==> src/rtl/fetch_pc_sp_unit_if.sv <==
// Bundle between the fetch/stack-pointer stage and the control unit and memories.
// The control side drives strobes and the fetched word; the fetch unit returns PC, IR and stack state.
interface fetch_pc_sp_unit_if #(
    parameter int PC_WIDTH = 16,
    parameter int SP_WIDTH = 9
);
    logic [15:0]         imemData;
    logic                instRegWrite;
    logic                pcWrite;
    logic                pcSelect;
    logic [15:0]         jumpAddr;
    logic                spWrite;
    logic                spSelect;
    logic [PC_WIDTH-1:0] imemAddr;
    logic [15:0]         cuInput;
    logic [SP_WIDTH-1:0] sP;
    logic [PC_WIDTH-1:0] stackAddr;
    logic                spOverflow;
    logic                spUnderflow;

    modport master (
        output imemData, instRegWrite, pcWrite, pcSelect, jumpAddr, spWrite, spSelect,
        input  imemAddr, cuInput, sP, stackAddr, spOverflow, spUnderflow
    );

    modport slave (
        input  imemData, instRegWrite, pcWrite, pcSelect, jumpAddr, spWrite, spSelect,
        output imemAddr, cuInput, sP, stackAddr, spOverflow, spUnderflow
    );
endinterface

==> src/rtl/fetch_pc_sp_unit.sv <==
// Fetch and stack-pointer stage: holds PC, instruction register and stack pointer,
// updated only by the control unit's instRegWrite / pcWrite / spWrite strobes.
module fetch_pc_sp_unit #(
    parameter int                  PC_WIDTH   = 16,
    parameter int                  SP_WIDTH   = 9,
    parameter logic [PC_WIDTH-1:0] RESET_PC   = '0,
    parameter logic [PC_WIDTH-1:0] STACK_BASE = '0
) (
    input logic               clk,
    input logic               reset,
    fetch_pc_sp_unit_if.slave bus
);
    localparam logic [SP_WIDTH-1:0] SP_MAX = '1;

    logic [PC_WIDTH-1:0] pc_p0;
    logic [15:0]         ir_p0;
    logic [SP_WIDTH-1:0] sp_p0;
    logic                spOverflow_p0;
    logic                spUnderflow_p0;
    logic                spFull;
    logic                spEmpty;

    // Push addresses the free slot at sP; pop addresses the top entry at sP-1, clamped at empty.
    function automatic logic [PC_WIDTH-1:0] calcStackAddr(
        input logic [SP_WIDTH-1:0] sp,
        input logic                push
    );
        logic [PC_WIDTH-1:0] offset;
        offset = PC_WIDTH'(sp);
        if (!push && (sp != '0))
            offset = offset - PC_WIDTH'(1);
        return STACK_BASE + offset;
    endfunction

    assign spFull  = (sp_p0 == SP_MAX);
    assign spEmpty = (sp_p0 == '0);

    // Stage p0: architectural state, every bit cleared asynchronously by reset
    always_ff @(posedge clk or posedge reset) begin
        if (reset) begin
            pc_p0          <= RESET_PC;
            ir_p0          <= '0;
            sp_p0          <= '0;
            spOverflow_p0  <= 1'b0;
            spUnderflow_p0 <= 1'b0;
        end else begin
            if (bus.instRegWrite)
                ir_p0 <= bus.imemData;
            if (bus.pcWrite)
                pc_p0 <= bus.pcSelect ? PC_WIDTH'(bus.jumpAddr) : pc_p0 + PC_WIDTH'(1);
            if (bus.spWrite) begin
                if (bus.spSelect) begin
                    if (spFull)
                        spOverflow_p0 <= 1'b1;
                    else
                        sp_p0 <= sp_p0 + SP_WIDTH'(1);
                end else begin
                    if (spEmpty)
                        spUnderflow_p0 <= 1'b1;
                    else
                        sp_p0 <= sp_p0 - SP_WIDTH'(1);
                end
            end
        end
    end

    assign bus.imemAddr    = pc_p0;
    assign bus.cuInput     = ir_p0;
    assign bus.sP          = sp_p0;
    assign bus.stackAddr   = calcStackAddr(sp_p0, bus.spSelect);
    assign bus.spOverflow  = spOverflow_p0;
    assign bus.spUnderflow = spUnderflow_p0;
endmodule

==> src/flat_wrapper.sv <==
// flat-port wrapper written by rule: the top's interface ports become plain ports
module fetch_pc_sp_unit_flat 
#(
    parameter int                  PC_WIDTH   = 16,
    parameter int                  SP_WIDTH   = 9,
    parameter logic [PC_WIDTH-1:0] RESET_PC   = '0,
    parameter logic [PC_WIDTH-1:0] STACK_BASE = '0
)
  (clk, reset, bus_imemData, bus_instRegWrite, bus_pcWrite, bus_pcSelect, bus_jumpAddr, bus_spWrite, bus_spSelect, bus_imemAddr, bus_cuInput, bus_sP, bus_stackAddr, bus_spOverflow, bus_spUnderflow);
  fetch_pc_sp_unit_if #(.PC_WIDTH(PC_WIDTH), .SP_WIDTH(SP_WIDTH)) bus_i ();
  input logic clk;
  input logic reset;
  input wire logic [$bits(bus_i.imemData)-1:0] bus_imemData;
  input wire logic [$bits(bus_i.instRegWrite)-1:0] bus_instRegWrite;
  input wire logic [$bits(bus_i.pcWrite)-1:0] bus_pcWrite;
  input wire logic [$bits(bus_i.pcSelect)-1:0] bus_pcSelect;
  input wire logic [$bits(bus_i.jumpAddr)-1:0] bus_jumpAddr;
  input wire logic [$bits(bus_i.spWrite)-1:0] bus_spWrite;
  input wire logic [$bits(bus_i.spSelect)-1:0] bus_spSelect;
  output wire logic [$bits(bus_i.imemAddr)-1:0] bus_imemAddr;
  output wire logic [$bits(bus_i.cuInput)-1:0] bus_cuInput;
  output wire logic [$bits(bus_i.sP)-1:0] bus_sP;
  output wire logic [$bits(bus_i.stackAddr)-1:0] bus_stackAddr;
  output wire logic [$bits(bus_i.spOverflow)-1:0] bus_spOverflow;
  output wire logic [$bits(bus_i.spUnderflow)-1:0] bus_spUnderflow;
  assign bus_i.imemData = bus_imemData;
  assign bus_i.instRegWrite = bus_instRegWrite;
  assign bus_i.pcWrite = bus_pcWrite;
  assign bus_i.pcSelect = bus_pcSelect;
  assign bus_i.jumpAddr = bus_jumpAddr;
  assign bus_i.spWrite = bus_spWrite;
  assign bus_i.spSelect = bus_spSelect;
  assign bus_imemAddr = bus_i.imemAddr;
  assign bus_cuInput = bus_i.cuInput;
  assign bus_sP = bus_i.sP;
  assign bus_stackAddr = bus_i.stackAddr;
  assign bus_spOverflow = bus_i.spOverflow;
  assign bus_spUnderflow = bus_i.spUnderflow;
  fetch_pc_sp_unit #(.PC_WIDTH(PC_WIDTH), .SP_WIDTH(SP_WIDTH), .RESET_PC(RESET_PC), .STACK_BASE(STACK_BASE)) u_core (.clk(clk), .reset(reset), .bus(bus_i));
endmodule
==> config.mk <==
export PLATFORM = sky130hd
export DESIGN_NAME = fetch_pc_sp_unit_flat
export DESIGN_NICKNAME = d
export VERILOG_FILES = /design/src/rtl/fetch_pc_sp_unit_if.sv /design/src/rtl/fetch_pc_sp_unit.sv /design/src/flat_wrapper.sv
export SDC_FILE = /design/constraint.sdc
export NUM_CORES = 1
export LEC_CHECK = 0
export ABC_AREA = 1
export BUFFER_PORTS_ARGS = -buffer_cell sky130_fd_sc_hd__clkbuf_2
export CORE_MARGIN = 2
export CORE_UTILIZATION = 40
export CTS_CLUSTER_DIAMETER = 80
export DETAILED_ROUTE_END_ITERATION = 12
export PLACE_DENSITY_LB_ADDON = 0.1
export SYNTH_ARGS = -nofsm -noshare
export SYNTH_HDL_FRONTEND = slang
export SYNTH_SLANG_ARGS = --single-unit
==> constraint.sdc <==
create_clock -name clk -period 2.7 [get_ports clk]
set_clock_uncertainty 0.2 [all_clocks]
set_input_delay 0.405 -clock clk [delete_from_list [all_inputs] [get_ports clk]]
set_output_delay 0.405 -clock clk [all_outputs]
set_load 0.1 [all_outputs]
* Yosys cells after proc, flatten, opt, wreduce, memory -nomap -nowiden
Cells that the tools add are included.
Word-level totals: register bits after elaboration 43, input port bits 39, output and inout port bits 59, logic and storage cells 25
Cells by class: add/sub/neg operators 4, equality and inequality tests 3, muxes and demuxes 5, bitwise gates (word level) 1, reductions and logical operators 7
Operators by type and width (number):
- $mux 16 | 2
- $mux 9 | 3
- $add 16x1->16 const B | 1
- $sub 9x1->10 const B | 1
- $add 9x1->9 const B | 1
- $eq 9x9->1 const B | 1
- $logic_not 9->1 | 1
- $reduce_and 3->1 | 3
- $reduce_bool 9->1 | 1
- $sub 9x1->9 const B | 1
- $ne 2x2->1 const B | 2
- $logic_and 1x1->1 | 1
- $logic_not 1->1 | 1
- $not 1->1 | 1

* Depth between registers and ports, before layout
Gate-level depths: netlist of the first run.
word-level depth 3, gate-level depth with buffers 10, mapped depth without buffers 10

* Worst setup path after synthesis of the first run
OpenSTA, ideal clock, no wires.
path type register to output, from register u_core.sp_p0[0] (netlist: u_core.bus.sP[0]), to output port bus_stackAddr[10], arrival 4.860 ns, required time 2.095 ns, setup slack -2.765 ns, cell stages (with the launch flop) 9, buffers on the path 1, cell sequence dfrtp_1 inv_1 ha_1 nand2_1 nor2_1 nand2_2 nand2_2 nor3_1 buf_4
Between the ends: longest elaborated chain between the ends 3, elaborated cells on any way between the ends 4, classes of those cells 1 x add/sub; 1 x mux; 2 x reduce/logical
RTL lines:
- start, declared | RTL line fetch_pc_sp_unit.sv:17 | logic [SP_WIDTH-1:0] sp_p0;
- start signal, assigned | RTL line fetch_pc_sp_unit.sv:56 | sp_p0 <= sp_p0 + SP_WIDTH'(1);
- start signal, assigned | RTL line fetch_pc_sp_unit.sv:61 | sp_p0 <= sp_p0 - SP_WIDTH'(1);
- parallel branches: the longest is 2 deep, another holds $sub 9x1->10
- $mux 16 * | RTL line fetch_pc_sp_unit.sv:30 | if (!push && (sp != '0))
- end, declared | RTL line flat_wrapper.sv:23 | output wire logic [$bits(bus_i.stackAddr)-1:0] bus_stackAddr;
Mark *: on every way between the ends.

* Worst setup path after layout of the first run
from register u_core.sp_p0[0] (netlist: u_core.bus.sP[0]), to output port bus_stackAddr[15]
Same word-level chain as after synthesis.

==> qor.yml, run 1 <==
drc_errors: 0
min_from: "bus_imemData[15]"
path_cells: "clkinvlp_4 -> ha_2 -> nand2_1 -> nor2_2 -> nand2_2 -> nand2_8 -> nor3_4 -> buf_12 -> buf_12"
num_io_pins: 98
cts_tree: "yes"
routed_wl_microns: 7120
r2r-start: "u_core.bus.sP[0]$_DFFE_PP0P_"
vias_per_cell: 4.73
crit_slowest_cell: "dfrtp_4"
grt_pass1_vias: 2741
antenna_found_initial: 0
grt.total_usage_pct: 18.9
syn_area_per_cell_sq_um: 7.35
layout_commonest_cell: "nand2_1"
critPathArrivalTime_ns: 1.95
grt_max_degree: 23
n_fill_cell: 695
critPathRequiredTime_ns: 2.10
hpwlAfterDp_microns: 5650
dr.pass1.iters: 4
final_core_util_pct: 55.7
diodes: 0
r2r_slack_ns: 0.40
syn_to_final_growth_pct: 36.7
internal-power_w: 0.00192
drt_iter0_drc: 96
synth.net_count: 449
rsz0062_at_grt: "true"
hold_class: "input port to flip-flop"
grt_pass1_wl_microns: 12100
wl_per_cell_microns: 11.9
cts_buffers: 5
die-area_sq_um: 8020
cp_max_fo: 9
vias: 2832
path_class: "flip-flop to output port"
start_util_pct: 40.8
layout-drive-gt1-share_pct: 34.4
fin_nets: 550
clkSlewWorstSetupHoldPaths_ns: 0.08
setup_ws_ns: 0.146
synth.distinct_cells: 34
tightest_slew_ns: 0.713
layout_common_cells: "nand2_1, clkbuf_2, inv_1"
coreArea_sq_um: 7180
seq_power_share_pct: 20.8
sw_frac_of_total_pct: 59.6
crit_top_cell: "buf_12"
synthCells: 398
die_w_microns: 89.5
min_to: "u_core.bus.cuInput[15]$_DFFE_PP0P_"
leakage_nw: 2.06
overflow: 0
rows: 31
yosysWarnings: 0
hold_path_depth: 2
dpl_worst_slack_ns: 0.196
period_needed_ns: 2.55
synth_seq_cells: 43
clock-sinks: 43
power.density_nw_per_um2: 1190
end_kind: "output port"
timing.rr.end: "u_core.bus.sP[6]$_DFFE_PP0P_"
clk_latency_ns: 0.30
die_h_microns: 89.5
start_kind: "flip-flop"
gp_congestion: 0.807
vdd_ir_drop_max_mv: 0.529
syn_area_sq_um: 2930
p_switching_w: 0.00283
finalSetupViolations: 0
cp_num_buf_inv: 3
status: "finished, final reports clean"
pwr-share-comb_pct: 69.9
crit_path_max_incr_delay_ns: 0.46
drv_slew: 0
clock_path_buffers: 2
maxCapViolCount: 0
ant_nets: 0
ys_seq_area_share_pct: 36.8
power_frac_clock_pct: 9.3
period_share_pct: 94.6
slew-limit-headroom_pct: 52.2
reg2reg_depth: 10
root_buffer: "clkbuf_8"
critPathTopFamily: "simple AND/OR/NAND/NOR gates"
portBuffers: 97
hold_viol_final: 0
fmax_mhz: 392
htree_levels: 2
## state kept, by name (all words and copies together), names as in the netlist
| name | flops |
|---|---|
| u_core.bus.sP | 9 |
| u_core.bus.cuInput | 16 |
| u_core.bus.spUnderflow | 1 |
| u_core.bus.spOverflow | 1 |
| u_core.bus.imemAddr | 16 |
## kinds of logic (layout without fill, tap and decap cells)
logic type               count (synthesis)  count (layout)  share of synthesized area (%)
multiplexers                            16              16                           6.16
XOR/XNOR                                10              10                           2.99
buffers and inverters                   67             169                           9.79
AO/OA/AOI/OAI                           47              47                           8.89
AND/OR/NAND/NOR                        203             203                           30.0
flip-flops                              43              43                           36.8
adder cells (fa/ha/maj)                 12              12                           5.39
## power groups by stage
stage / clock (W) / sequential, W / combinational (W)
6_report: 0.000442 / 0.000986 / 0.00332
5_1_grt: 0.000483 / 0.00101 / 0.00354
4_1_cts: 0.000461 / 0.000991 / 0.00329
3_5_place_dp: 0 / 0.00100 / 0.00326
3_3_place_gp: 0 / 0.000995 / 0.00325
2_1_floorplan: 0 / 0.00189 / 0.00160
## through the flow
step	cells	cell area, sq um	hold slack (ns)	setup TNS (ns)	total power [W]
6_report	599	4000	0.139	0	0.00475
5_1_grt	599	4000	0.129	-0.0159	0.00503
4_1_cts	596	3960	0.128	0	0.00475
3_5_place_dp	585	3840	0.249	0	0.00427
3_3_place_gp	585	3840	0.245	0	0.00424
2_1_floorplan	398	3050	0.295	-5.81	0.00349
## synth_stat cells
master / count / area, sq um
o21ai_2: 4 / 35.0
inv_2: 3 / 11.3
nand4_1: 5 / 31.3
nand2_1: 115 / 432
or2_2: 2 / 12.5
o211ai_1: 1 / 7.51
inv_1: 49 / 184
clkbuf_1: 3 / 11.3
o22ai_1: 1 / 6.26
nand2_4: 1 / 11.3
nand3_1: 25 / 125
nor3_1: 2 / 10.0
clkinv_1: 1 / 3.75
nor2_2: 2 / 12.5
a31o_2: 1 / 8.76
xnor2_1: 3 / 26.3
o21bai_1: 1 / 7.51
nand3_2: 2 / 20.0
xor2_1: 7 / 61.3
ha_1: 11 / 138
nand2_2: 3 / 18.8
o21ai_0: 22 / 110
nor2_1: 39 / 146
nand3b_1: 5 / 37.5
fa_1: 1 / 20.0
dfrtp_1: 43 / 1080
a21oi_1: 13 / 65.1
nor3_2: 1 / 10.0
buf_6: 1 / 11.3
buf_2: 4 / 20.0
nor2_4: 1 / 11.3
o21ai_1: 4 / 20.0
buf_4: 6 / 45.0
mux2_2: 16 / 180
## layer usage
layer | wire [microns] | up-vias | global-route usage [%]
met5 | 0 | - | 0
met4 | 102 | 0 | 5.29
met3 | 522 | 11 | 3.97
met2 | 3210 | 90 | 30.4
met1 | 3290 | 1272 | 25.9
li1 | - | 1459 | -
## final cells by class
type                       count  area (sq um)  area share, %
timing repair buffer         108           823           20.6
multi-input combinational    288          1660           41.4
inverter                      53           210           5.25
tap                           99           124           3.10
clock inverter                 1          8.76          0.219
clock buffer                   7          86.3           2.16
sequential                    43          1090           27.3
## repair_timing
item,in CTS,in global routing
pin swaps,0,1
buffers inserted,2,3
hold buffers,1,0
gates resized for setup,1,3
cloned,0,0
endpoints found under the hold margin,18,0
setup endpoints to repair,11,12
## how the worst max path moves through the flow
stage / startpoint / endpoint / slack (ns) / depth (start not counted)
after floorplan: u_core.bus.sP[0]$_DFFE_PP0P_ / bus_stackAddr[10] / -0.73 / 8
after global placement: u_core.bus.sP[0]$_DFFE_PP0P_ / bus_stackAddr[2] / 0.28 / 10
after detailed placement: u_core.bus.sP[0]$_DFFE_PP0P_ / bus_stackAddr[2] / 0.20 / 10
after CTS: u_core.bus.sP[1]$_DFFE_PP0P_ / bus_stackAddr[2] / 0.04 / 11
after global routing: u_core.bus.sP[1]$_DFFE_PP0P_ / bus_stackAddr[2] / -0.02 / 11
final: u_core.bus.sP[0]$_DFFE_PP0P_ / bus_stackAddr[15] / 0.15 / 9
(Power assumes the default switching activity.)
==> run 2: changes to the inputs <==
==> constraint.sdc (replaced) <==
create_clock -name clk -period 2.7 [get_ports clk]
set_clock_uncertainty 0.2 [all_clocks]
set_input_delay 0.135 -clock clk [delete_from_list [all_inputs] [get_ports clk]]
set_output_delay 0.135 -clock clk [all_outputs]
set_load 0.1 [all_outputs]
==> qor.yml, run 2 (synthesis gave the netlist of run 1 again) <==
worst_hold_slack_ns: 0.0788  # -0.0603 ns
vdd_ir_drop_max_mv: 0.548  # +3.6%
fmax_mhz: 390  # -0.47%
cts_tree: "yes"
slew-limit-headroom_pct: 34.4  # -18 points
fin_nets: 581  # +5.6%
dr.pass1.iters: 5  # +1
tightest_slew_ns: 0.979  # +0.266 ns
top_layer: "met4"
finalSetupViolations: 0  # unchanged
rows: 31  # unchanged
coreArea_sq_um: 7180  # unchanged
root_buffer: "clkbuf_8"
start_kind: "flip-flop"
hold_class: "input port to flip-flop"
clkSlewWorstSetupHoldPaths_ns: 0.08  # about the same
overflow: 0  # unchanged
final_area_sq_um: 4140  # +3.4%
layout-drive-gt1-share_pct: 30.5  # -3.9 points
grt_pass1_wl_microns: 12200  # +0.91%
maxCapViolCount: 0  # unchanged
status: "finished, final reports clean"
layout_commonest_cell: "nand2_1"
clk_latency_ns: 0.30  # about the same
drc_errors: 0  # unchanged
route.layer.met1.wl_microns: 3530  # +7.3%
cts_buffers: 5  # unchanged
power.density_nw_per_um2: 1120  # -5.4%
critPathRequiredTime_ns: 2.37  # +0.27 ns
hpwlAfterDp_microns: 5470  # -3.1%
critPathArrivalTime_ns: 2.23  # +0.28 ns
wl_met2_microns: 3480  # +8.5%
cp_max_fo: 9  # unchanged
ant_nets: 0  # unchanged
num_io_pins: 98  # unchanged
start_util_pct: 40.8  # unchanged
clock_path_buffers: 2  # unchanged
routed_wl_microns: 7510  # +5.5%
placed_area_sq_um: 3590  # -6.5%
end_kind: "output port"
portBuffers: 97  # unchanged
vias_per_cell: 4.69  # -0.72%
layout_common_cells: "nand2_1, clkbuf_2, inv_1"
syn_to_final_growth_pct: 41.4
period_needed_ns: 2.57  # +0.0121 ns
path_class: "flip-flop to output port"
period_share_pct: 95.0  # +0.45 points
drv_slew: 0  # unchanged
die_h_microns: 89.5  # unchanged
gp_congestion: 0.829  # +2.7%
drt_iter0_drc: 99  # +3.1%
leakage_nw: 2.14  # +3.9%
grt.total_usage_pct: 19.4  # +0.51 points
die_w_microns: 89.5  # unchanged
htree_levels: 2  # unchanged
n_fill_cell: 671  # -3.5%
grt_max_degree: 28  # +22%
wl_per_cell_microns: 11.9  # +0.29%
die-area_sq_um: 8020  # unchanged
grt_pass1_vias: 2701  # -1.5%
antenna_found_initial: 0  # unchanged
hold_viol_final: 0  # unchanged
vias: 2957  # +4.4%
dr_wl_met3_microns: 447  # -14%
clock-sinks: 43  # unchanged
diodes: 0  # unchanged
rsz0062_at_grt: "true"
-- run 2: cell count changes in the layout (fill, tap and decap cells not counted), sizes merged --
cell / delta
bufinv: +2
clkinvlp: +1
clkinv: -1
clkbuf: +2
buf: -11
dlygate4sd3: +38
-- run 2: metal layers --
layer  global-route usage, %  vias up
met5                       0        -
met4                    4.88        0
met3                    4.71        6
met2                    31.6       90
met1                    26.0     1339
li1                        -     1522
-- run 2: critical path: stages (launching register included) --
cell and delay, ns:
dfrtp_4 0.49, clkinvlp_4 0.20, ha_2 0.22, nand2_1 0.07
nor2_2 0.04, nand2_2 0.11, nand2_4 0.12, nor3_4 0.32
buf_4 0.35
-- run 2: where the power goes --
group | total, W | switching (W) | internal [W]
combinational | 0.00305 | 0.00234 | 0.000702
sequential | 0.000987 | 0.000198 | 0.000789
clock | 0.000611 | 0.000242 | 0.000369
total | 0.00464 | 0.00278 | 0.00186
-- run 2: cell type report --
class	instances	area [sq um]	area share, %
Inverter	53	203	4.90
Clock inverter	3	67.6	1.63
Multi-Input combinational cell	288	1640	39.6
Sequential cell	43	1090	26.3
Timing Repair Buffer	139	946	22.9
Tap cell	99	124	2.99
Clock buffer	5	68.8	1.66
-- run 2: timing repair --
action | in CTS | in global routing
setup buffers | 0 | 0
endpoints found under the setup margin | 0 | 14
hold endpoints to repair | 59 | 0
hold buffers | 39 | 0
resized for setup | 0 | 9
-- run 2: final timing paths --
path,start,endpoint,slack [ns],cells after the start
min reg2reg,u_core.bus.spUnderflow$_DFFE_PP0P_,u_core.bus.spUnderflow$_DFFE_PP0P_,0.28,1
min in group asynchronous,reset,u_core.bus.cuInput[12]$_DFFE_PP0P_,0.29,3
max,u_core.bus.sP[0]$_DFFE_PP0P_,bus_stackAddr[15],0.13,8
max in group asynchronous,reset,u_core.bus.sP[1]$_DFFE_PP0P_,1.28,4
min,bus_pcSelect,u_core.bus.imemAddr[7]$_DFFE_PP0P_,0.08,5
max reg2reg,u_core.bus.sP[0]$_DFFE_PP0P_,u_core.bus.sP[6]$_DFFE_PP0P_,0.46,8
-- run 2: through the flow --
stage	setup slack (ns)	std cells	setup TNS [ns]	util (%)	total power, W
6_report	0.134	630	0	57.7	0.00464
5_1_grt	-0.0474	630	-0.319	57.7	0.00492
4_1_cts	0.0684	630	0	57.4	0.00463
3_5_place_dp	0.398	583	0	50.0	0.00397
2_1_floorplan	-0.462	398	-2.91	-	0.00348
3_3_place_gp	0.473	583	0	50.0	0.00394
==> run 3: changes to the inputs <==
--- a/config.mk
+++ b/config.mk
@@ -11,6 +11,7 @@
 export CORE_UTILIZATION = 40
 export CTS_CLUSTER_DIAMETER = 80
 export DETAILED_ROUTE_END_ITERATION = 12
+export MAX_ROUTING_LAYER = met4
 export PLACE_DENSITY_LB_ADDON = 0.1
 export SYNTH_ARGS = -nofsm -noshare
 export SYNTH_HDL_FRONTEND = slang
==> qor.yml, run 3 (synthesis gave the netlist of run 1 again) <==
status: "finished, final reports clean"
root_buffer: "clkbuf_8"
end_kind: "output port"
layout_commonest_cell: "nand2_1"
multi_input_area_sq_um: 1640  # unchanged
cp_max_fo: 9  # unchanged
period_needed_ns: 2.57  # -0.000316 ns
ant_nets: 0  # unchanged
r2r_slack_ns: 0.46  # about the same
finalSetupViolations: 0  # unchanged
die_w_microns: 89.5  # unchanged
hold_viol_final: 0  # unchanged
grt_pass1_wl_microns: 12200  # about the same
rows: 31  # unchanged
crit_path_max_incr_delay_ns: 0.49  # about the same
coreArea_sq_um: 7180  # unchanged
leakage_nw: 2.14  # unchanged
routed_wl_microns: 7510  # about the same
hold_class: "input port to flip-flop"
die_h_microns: 89.5  # unchanged
fin_tns_setup_ns: 0  # unchanged
clkSlewWorstSetupHoldPaths_ns: 0.08  # about the same
use_met1_pct: 26.4  # +0.40 points
rsz0062_at_grt: "true"
clock-sinks: 43  # unchanged
dpl_worst_slack_ns: 0.398  # unchanged
setup_ws_ns: 0.134  # +0.000316 ns
cts_buffers: 5  # unchanged
grt_max_degree: 28  # unchanged
clock_path_buffers: 2  # unchanged
wl_per_cell_microns: 11.9  # about the same
syn_to_final_growth_pct: 41.4  # unchanged
layout-drive-gt1-share_pct: 30.5  # unchanged
critPathRequiredTime_ns: 2.37  # about the same
tightest_slew_ns: 0.980  # +0.00101 ns
clk_latency_ns: 0.30  # about the same
power.density_nw_per_um2: 1120  # about the same
layout_common_cells: "nand2_1, clkbuf_2, inv_1"
portBuffers: 97  # unchanged
drv_slew: 0  # unchanged
grt.total_usage_pct: 20.0  # +0.59 points
grt_pass1_vias: 2708  # +0.26%
fmax_mhz: 390  # about the same
busiest_layer: "met2"
internal-power_w: 0.00186  # about the same
p_switching_w: 0.00278  # about the same
path_cells: "clkinvlp_4 -> ha_2 -> nand2_1 -> nor2_2 -> nand2_2 -> nand2_4 -> nor3_4 -> buf_4"
n_fill_cell: 671  # unchanged
start_util_pct: 40.8  # unchanged
sw_frac_of_total_pct: 60.0  # about the same
area.sequential_sq_um: 1090  # unchanged
seq_power_share_pct: 21.3  # about the same
grt_use_met2_pct: 31.8  # +0.13 points
worst_hold_slack_ns: 0.0792  # +0.000382 ns
drt_iter0_drc: 106  # +7.1%
power_frac_clock_pct: 13.1  # about the same
maxCapViolCount: 0  # unchanged
path_class: "flip-flop to output port"
fin_nets: 581  # unchanged
cts_setup_buffers: 0  # unchanged
slew-limit-headroom_pct: 34.3  # -0.068 points
cts_tree: "yes"
use_met3_pct: 3.88  # -0.83 points
drc_errors: 0  # unchanged
hpwlAfterDp_microns: 5470  # unchanged
htree_levels: 2  # unchanged
vdd_ir_drop_max_mv: 0.548  # about the same
vias_per_cell: 4.69  # about the same
vias: 2956  # -0.034%
pwr-share-comb_pct: 65.6  # about the same
critPathArrivalTime_ns: 2.23  # about the same
overflow: 0  # unchanged
start_kind: "flip-flop"
num_io_pins: 98  # unchanged
antenna_found_initial: 0  # unchanged
period_share_pct: 95.0  # about the same
diodes: 0  # unchanged
crit_slowest_cell: "dfrtp_4"
die-area_sq_um: 8020  # unchanged
dr.pass1.iters: 4  # -1
gp_congestion: 0.842  # +1.5%
[run 3: path summary, 6_finish.rpt]
check | startpoint | depth (start not counted) | to
min in group asynchronous | reset | 3 | u_core.bus.cuInput[12]$_DFFE_PP0P_
max in group asynchronous | reset | 4 | u_core.bus.sP[1]$_DFFE_PP0P_
worst min-delay path | bus_pcSelect | 5 | u_core.bus.imemAddr[7]$_DFFE_PP0P_
worst min register to register | u_core.bus.spUnderflow$_DFFE_PP0P_ | 1 | u_core.bus.spUnderflow$_DFFE_PP0P_
worst max register to register | u_core.bus.sP[0]$_DFFE_PP0P_ | 8 | u_core.bus.sP[6]$_DFFE_PP0P_
worst max-delay path | u_core.bus.sP[0]$_DFFE_PP0P_ | 8 | bus_stackAddr[15]
[run 3: worst max-delay path, delay by kind of cell (launching register included)]
| kind | cells | cell delay (ns) |
|---|---|---|
| adder cells (fa/ha/maj) | 1 | 0.22 |
| AND/OR/NAND/NOR | 5 | 0.66 |
| flip-flops | 1 | 0.49 |
| buffers and inverters | 2 | 0.55 |
[run 3: layout make-up]
class	instances	share of cell area (%)
inverter	53	4.90
clock buffer	5	1.66
tap	99	2.99
clock inverter	3	1.63
sequential	43	26.3
timing repair buffer	139	22.9
multi-input combinational	288	39.6
[run 3: power groups by stage]
stage / Combinational [W] / Clock, W / Sequential (W)
2_1_floorplan: 0.00159 / 0 / 0.00189
3_3_place_gp: 0.00295 / 0 / 0.000988
3_5_place_dp: 0.00296 / 0 / 0.00100
4_1_cts: 0.00302 / 0.000625 / 0.000987
5_1_grt: 0.00326 / 0.000653 / 0.00101
6_report: 0.00305 / 0.000610 / 0.000988
[run 3: repair_timing]
action	4_1_cts	5_1_grt
gates resized for setup	0	9
hold buffers	39	0
endpoints found under the setup margin	0	14
hold endpoints to repair	59	0
[run 3: through the flow]
| step | total power [W] | cells | cell area (sq um) | utilization [%] |
|---|---|---|---|---|
| 2_1_floorplan | 0.00348 | 398 | 3040 | - |
| 3_3_place_gp | 0.00394 | 583 | 3590 | 50.0 |
| 3_5_place_dp | 0.00397 | 583 | 3590 | 50.0 |
| 4_1_cts | 0.00463 | 630 | 4120 | 57.4 |
| 5_1_grt | 0.00492 | 630 | 4140 | 57.7 |
| 6_report | 0.00464 | 630 | 4140 | 57.7 |
[run 3: metal layers]
layer  part of all wire (%)  wire length, microns
met1                     47                  3560
met2                     47                  3500
met3                    5.4                   404
met4                   0.69                    52
met5                      0                     0
